File: config.mk
export PLATFORM = sky130hd
export DESIGN_NAME = mem_arbiter
export DESIGN_NICKNAME = d
export VERILOG_FILES = /design/src/rtl/cpu_types_pkg.sv /design/src/rtl/arb_txn_timer.sv /design/src/rtl/mem_arbiter.sv
export SDC_FILE = /design/constraint.sdc
export NUM_CORES = 1
export LEC_CHECK = 0
export CAP_MARGIN = 30
export CORE_ASPECT_RATIO = 0.75
export CORE_MARGIN = 3
export CORE_UTILIZATION = 39
export DETAILED_ROUTE_END_ITERATION = 10
export PLACE_DENSITY = 0.89
export SYNTH_ARGS = -nofsm -noshare
export SYNTH_HDL_FRONTEND = slang
export SYNTH_HIERARCHICAL = 1
export SYNTH_SLANG_ARGS = --single-unit
File: constraint.sdc
create_clock -name CLK -period 12.5 [get_ports CLK]
set_clock_uncertainty 0.05 [all_clocks]
set_input_delay 3.75 -clock CLK [delete_from_list [all_inputs] [get_ports CLK]]
set_output_delay 3.75 -clock CLK [all_outputs]
set_load 0.1 [all_outputs]
File: src/rtl/cpu_types_pkg.sv
// Shared enums for the memory-side datapath: RAM status codes and arbiter grant states.
package cpu_types_pkg;

  typedef enum logic [1:0] {
    FREE   = 2'd0,
    BUSY   = 2'd1,
    ACCESS = 2'd2,
    ERROR  = 2'd3
  } ramstate_t;

  typedef enum logic [1:0] {
    IDLE = 2'd0,
    IGNT = 2'd1,
    DGNT = 2'd2
  } arb_state_t;

endpackage

File: src/rtl/arb_txn_timer.sv
// Per-transaction wait counter; o_expired flags the last tolerated wait cycle (TIMEOUT-1).
module arb_txn_timer #(
  parameter int TIMEOUT = 64
) (
  input  logic i_clk,
  input  logic i_clr,
  input  logic i_en,
  output logic o_expired
);

  localparam int CW = (TIMEOUT > 1) ? $clog2(TIMEOUT) : 1;

  logic [CW-1:0] r_cnt;

  always_ff @(posedge i_clk) begin
    if (i_clr)
      r_cnt <= '0;
    else if (i_en)
      r_cnt <= r_cnt + 1'b1;
  end

  assign o_expired = (r_cnt == CW'(TIMEOUT - 1));

endmodule

File: src/rtl/mem_arbiter.sv
// Instruction/data arbiter for the single RAM port, data-priority with bounded instruction starvation.
// Optional grant/abort statistics outputs are enabled by defining ARB_STATS_EN.
module mem_arbiter
  import cpu_types_pkg::*;
#(
  parameter int STARVE_LIMIT = 4,
  parameter int TIMEOUT      = 64
) (
  input  logic        CLK,
  input  logic        RST,
  input  logic        iREN,
  input  logic [31:0] iaddr,
  input  logic        dREN,
  input  logic        dWEN,
  input  logic [31:0] daddr,
  input  logic [31:0] dstore,
  output logic        ihit,
  output logic [31:0] iload,
  output logic        dhit,
  output logic [31:0] dload,
  output logic        err,
  output logic        ramREN,
  output logic        ramWEN,
  output logic [31:0] ramaddr,
  output logic [31:0] ramstore,
  input  logic [31:0] ramload,
  input  logic [1:0]  ramstate
`ifdef ARB_STATS_EN
  ,
  output logic [31:0] igrants,
  output logic [31:0] dgrants,
  output logic [31:0] errcount
`endif
);

  localparam int SW = $clog2(STARVE_LIMIT + 1);

  arb_state_t    r_state;
  logic [31:0]   r_addr;
  logic [31:0]   r_store;
  logic          r_wr;
  logic [SW-1:0] r_starve;

  ramstate_t w_rs;
  logic      w_granted;
  logic      w_wait;
  logic      w_done;
  logic      w_abort;
  logic      w_expired;
  logic      w_dreq;
  logic      w_istarved;

  assign w_rs       = ramstate_t'(ramstate);
  assign w_granted  = (r_state != IDLE);
  assign w_wait     = w_granted && ((w_rs == FREE) || (w_rs == BUSY));
  assign w_done     = w_granted && (w_rs == ACCESS);
  assign w_abort    = w_granted && ((w_rs == ERROR) || (w_wait && w_expired));
  assign w_dreq     = dREN || dWEN;
  assign w_istarved = iREN && (r_starve == SW'(STARVE_LIMIT));

  arb_txn_timer #(.TIMEOUT(TIMEOUT)) u_timer (
    .i_clk     (CLK),
    .i_clr     (RST || !w_granted),
    .i_en      (w_wait),
    .o_expired (w_expired)
  );

  // Strobes are suppressed in a reset cycle so a dropped transaction never reports.
  always_comb begin
    ihit     = !RST && w_done && (r_state == IGNT);
    dhit     = !RST && w_done && (r_state == DGNT);
    err      = !RST && w_abort;
    iload    = ihit ? ramload : '0;
    dload    = (dhit && !r_wr) ? ramload : '0;
    ramREN   = 1'b0;
    ramWEN   = 1'b0;
    ramaddr  = '0;
    ramstore = '0;
    if (w_granted) begin
      ramaddr = r_addr;
      ramWEN  = (r_state == DGNT) && r_wr;
      ramREN  = !ramWEN;
      if (ramWEN)
        ramstore = r_store;
    end
  end

`ifdef ARB_STATS_EN
  logic [31:0] r_igrants;
  logic [31:0] r_dgrants;
  logic [31:0] r_errcount;

  always_ff @(posedge CLK) begin
    if (RST) begin
      r_igrants  <= '0;
      r_dgrants  <= '0;
      r_errcount <= '0;
    end else begin
      if (r_state == IDLE && w_dreq && !w_istarved)
        r_dgrants <= r_dgrants + 32'd1;
      else if (r_state == IDLE && iREN)
        r_igrants <= r_igrants + 32'd1;
      if (w_abort)
        r_errcount <= r_errcount + 32'd1;
    end
  end

  assign igrants  = r_igrants;
  assign dgrants  = r_dgrants;
  assign errcount = r_errcount;
`endif

  // Grant FSM; the entry edge latches the winner's address, store data and direction.
  always_ff @(posedge CLK) begin
    if (RST) begin
      r_state  <= IDLE;
      r_starve <= '0;
    end else begin
      case (r_state)
        IDLE: begin
          if (w_dreq && !w_istarved) begin
            r_state <= DGNT;
            r_addr  <= daddr;
            r_store <= dstore;
            r_wr    <= dWEN;
            if (!iREN)
              r_starve <= '0;
            else if (r_starve != SW'(STARVE_LIMIT))
              r_starve <= r_starve + 1'b1;
          end else if (iREN) begin
            r_state  <= IGNT;
            r_addr   <= iaddr;
            r_store  <= '0;
            r_wr     <= 1'b0;
            r_starve <= '0;
          end else begin
            r_starve <= '0;
          end
        end
        IGNT, DGNT: begin
          if (w_done || w_abort)
            r_state <= IDLE;
        end
        default: r_state <= IDLE;
      endcase
    end
  end

endmodule

Word-level counts from Yosys, hierarchy flattened
Cells that the tools add are included.
Operators by class
  divide/modulo/power cells: 0
  eq/ne operators: 11
  shift operators: 0
  magnitude comparators: 0
  multipliers: 0
  bitwise operators: 1
  $add $sub $neg: 2
  reduce and logical (&&, ||, !) cells: 30
  multiplexer cells: 20
Operators by type and width (count)
  32-bit 2-to-1 mux: 9
  1-bit logical AND: 12
  3-bit 2-to-1 mux: 3
  6-bit by 1-bit adder with 6-bit output (second input constant): 1
  2-bit == test (second input constant): 3
  6-bit == test (second input constant): 1
  2-bit 2-to-1 mux: 3
  3-bit != test (second input constant): 2
  1-bit zero test: 5
  1-bit logical OR: 5
  2-bit by 1-bit == test with 1-bit output (second input constant): 2
  2-bit zero test: 2
  1-bit 2-to-1 mux: 4
  2-bit case mux with 2 select lines: 1
  2-bit AND reduction: 2
  2-bit nonzero test: 2
  3-bit by 1-bit adder with 3-bit output (second input constant): 1
  3-bit == test (second input constant): 1
  3-bit by 2-bit != test with 1-bit output (second input constant): 1
  3-bit AND reduction: 1
  2-bit != test (second input constant): 1
  2-bit OR reduction: 1
  1-bit inverter: 1
Word-level totals
  register bits after elaboration: 76
  memories: 0
  RAM bits: 0
  bits in read-only memories: 0
  bits in latches: 0
  output and inout port bits: 133

Depth between registers and ports, before layout
  word-level depth: 9
  depth in mapped cells: 7
  mapped depth without buffers: 6

Modules after synthesis
Netlist, hierarchy kept.
By module, submodules not included
  mem_arbiter: cells an instance 330, area an instance 3851.2 µm², times used 1, sequential area each 2052.0 µm²
  arb_txn_timer: cells an instance 27, area an instance 251.5 µm², times used 1, sequential area each 120.1 µm²

Worst setup path before layout
No wires, ideal clock.
  kind: input port to output port
  start point: input port RST
  end point: output port iload[22]
  arrival: 5534 ps
  required time: 8700 ps
  stages: 5
  buffers on the path: 2
  slack: 3166 ps
  path through: or2_1 > buf_6 > nor4b_4 > buf_6 > and2_1
On the way
  longest elaborated chain between the ends: 4
Ends and longest elaborated chain
  start, declared: line mem_arbiter.sv:10  | input logic RST,
  1-bit zero test: line mem_arbiter.sv:70  | ihit = !RST && w_done && (r_state == IGNT);
  1-bit logical AND (2 in a row): line mem_arbiter.sv:70
  net ihit: line mem_arbiter.sv:17  | output logic ihit,
  32-bit 2-to-1 mux: line mem_arbiter.sv:73  | iload = ihit ? ramload : '0;
  end, declared: line mem_arbiter.sv:18  | output logic [31:0] iload,
The timed path passes the listed nets, and every way through them passes these cells.

Final worst setup path
  start point: input port RST
  end point: output port iload[19]
On the way
  longest elaborated chain between the ends: 4
Ends and longest elaborated chain (line)
  1-bit zero test: mem_arbiter.sv:70
  1-bit logical AND (2 in a row): mem_arbiter.sv:70
  32-bit 2-to-1 mux: mem_arbiter.sv:73
Every way passes these cells.

==> reports/results.ini <==
[sta]
maxSlewViolCount = 0
fmax_mhz = 94.26
grt_setup_unrepaired = false
setup_viol = 0
tightest_slew_ns = 1.039
min_period_ns = 10.61
fin_tns_setup_ns = 0
fin_crit_sh_pct = 84.87
hold_violations = 0
slew-limit-headroom_pct = 30.51

[clock_tree]
cts_tree = built
htreeDepth = 3
ctsHoldBuffers = 0
clockBufferDepth = 2
clkLatencyLatePin_ns = 0.33
clk_pin_slew_ns = 0.06
postCtsSetupRepairBufs = 0
cts_made_buffers = 9
clock-sinks = 76
clockRootBuffer = clkbuf_16
ctsResizeCount = 0

[drt]
ant_nets = 0
drc = 0
drt_wl_total_um = 12550
num_vias = 3600
dr.first_iter.drc_count = 170
wl_per_cell_um = 16.58
firstDrtPassIters = 4
vias_per_cell = 4.756

[outcome]
status = complete, no violations

[die]
core_area_sq_um = 9930
dieArea_sq_um = 11800
start_util_pct = 41.32
die_h_um = 94.83
die_x_um = 124.4
io_pins = 268
num_rows = 31

[setup_path]
crit_required_ns = 8.70
crit_buf_inv = 3
end_kind = output port
worstSetupPathType = input pin to output port
crit_cells = 6
critPathSlowestCell = clkdlybuf4s50_1
cp_max_fo = 21
path_cells = clkdlybuf4s50_1 > or2_1 > nor4b_4 > buf_6 > and2_1 > clkdlybuf4s50_1
cp.arrival_ns = 6.81
rr_worst_depth = 5
worst_path_largest_cell_delay_ns = 1.13
critPathLaunchType = input pin
cp_top_family = buffers and inverters
crit_path_frequent_cell = clkdlybuf4s50_1

[yosys]
synth.most_common_cell = and2_1
synth-edff-count = 65
ys.flop_type = edfxtp_1
async_flop_share_pct = 0
synth_common_cells = and2_1 (129), edfxtp_1 (65), nor2b_1 (33), mux2_2 (32), clkbuf_1 (13)
syn_nets = 498
synth_warnings = 6
synth.avg_cell_area_sq_um = 11.49
syn_area_sq_um = 4103
netlist.top_cell.by_area = edfxtp_1
synth_top_area_share_pct = 47.58
synth-seq-cells = 76
synthTopCellsByArea = edfxtp_1 (48%), and2_1 (20%), mux2_2 (8.8%)
syn_inst = 357
synth_cell_type_count = 34
ys_seq_area_share_pct = 52.94

[placed_design]
place.gp.congestion = 0.8502
place_area_sq_um = 6885
place_inst = 739
portBuffers = 267
dpl.hpwl_um = 9840

[run]
cap_violations = 0

[grt]
grt-ovfl-total = 0
grt_max_degree = 46
grt_pass1_vias = 3606
grt_pass1_wl_um = 19020
track_usage_pct = 20.57
antenna_found_initial = 0

[hold_path]
min_path_type = register to register
whs_path_depth = 1

[pwr]
vdd_ir_drop_max_uv = 105.5
power.leakage_nw = 2.573
total_power_mw = 0.9971
power.density_nw_per_um2 = 138.5

[cells_and_area]
register_area_sq_um = 2172
drive_above_1_share_pct = 9.120
syn_to_final_growth_pct = 75.51
antenna-diode-count = 0
layout.nets = 761
n_fill_cell = 696
multi_input_area_sq_um = 1823
design_area_sq_um = 7201
final_cells = 757
fin_util_pct = 72.52

==> path summary, 6_finish.rpt <==
check	slack, ns	startpoint	to
max reg2reg	9.52	r_state[0]$_SDFFE_PP0P_	r_store[4]$_SDFFCE_PP0P_
min reg2reg	0.44	r_state[1]$_SDFFE_PP0P_	r_state[1]$_SDFFE_PP0P_
max	1.89	RST	iload[19]
min	0.44	r_state[1]$_SDFFE_PP0P_	r_state[1]$_SDFFE_PP0P_
==> flip-flops by register name, summed over array words and instances (netlist names) <==
name           flops
r_addr            32
r_starve           3
r_state            2
r_store           32
r_wr               1
u_timer/r_cnt      6
==> worst reg2reg max path: stages, from the launching register on <==
cell	delay, ns
dfxtp_1	0.33
inv_1	0.08
ha_2	0.72
nand2b_1	0.22
nor2_4	0.63
buf_4	0.57
==> metal layers <==
layer | wire length, um | vias to the layer above | global-route usage [%] | share of wire, %
met2 | 6668 | 172 | 37.95 | 53
met3 | 936 | 14 | 7.010 | 7.5
met4 | 168 | 0 | 5.566 | 1.3
met5 | 0 | - | 0 | 0
met1 | 4776 | 1681 | 22.95 | 38
li1 | - | 1733 | - | -
==> cells by family after synthesis <==
group           synth area share [%]
simple gates                   29.80
flops                          52.94
mux                            9.271
buf+inv                        3.202
compound gates                 2.104
fa+ha+maj                      1.830
xor+xnor                      0.8541
==> area by class of cell <==
| type | count | share of cell area [%] |
|---|---|---|
| Timing Repair Buffer | 272 | 37.97 |
| Sequential cell | 76 | 30.17 |
| Multi-Input combinational cell | 255 | 25.32 |
| Clock buffer | 10 | 3.180 |
| Tap cell | 132 | 2.294 |
| Clock inverter | 6 | 0.7646 |
| Inverter | 6 | 0.3128 |
==> cell usage in the layout, fill, tap and decap left out, types with 5 or more instances in the layout <==
| master | synthesis | layout |
|---|---|---|
| dfxtp_1 | 11 | 11 |
| clkbuf_16 | 0 | 9 |
| ha_1 | 6 | 5 |
| nor2b_1 | 33 | 33 |
| clkdlybuf4s50_1 | 0 | 267 |
| nor2_1 | 12 | 10 |
| inv_1 | 6 | 6 |
| nand2_1 | 5 | 5 |
| mux2_2 | 32 | 32 |
| and2_1 | 129 | 129 |
| edfxtp_1 | 65 | 65 |
==> metrics by stage <==
stage	hold WS, ns	worst slack (ns)
6_report	0.4387	1.891
5_1_grt	0.4637	1.715
4_1_cts	0.4452	1.590
3_5_place_dp	0.4353	1.590
3_3_place_gp	0.4243	1.771
2_1_floorplan	0.4067	3.166
==> power by group <==
group          leakage, nW  total (mW)  switching [mW]  internal [mW]
combinational         1.72       0.424           0.304          0.120
sequential           0.712       0.325         0.00777          0.318
clock                0.137       0.248          0.0953          0.152
(Power assumes the default switching activity.)
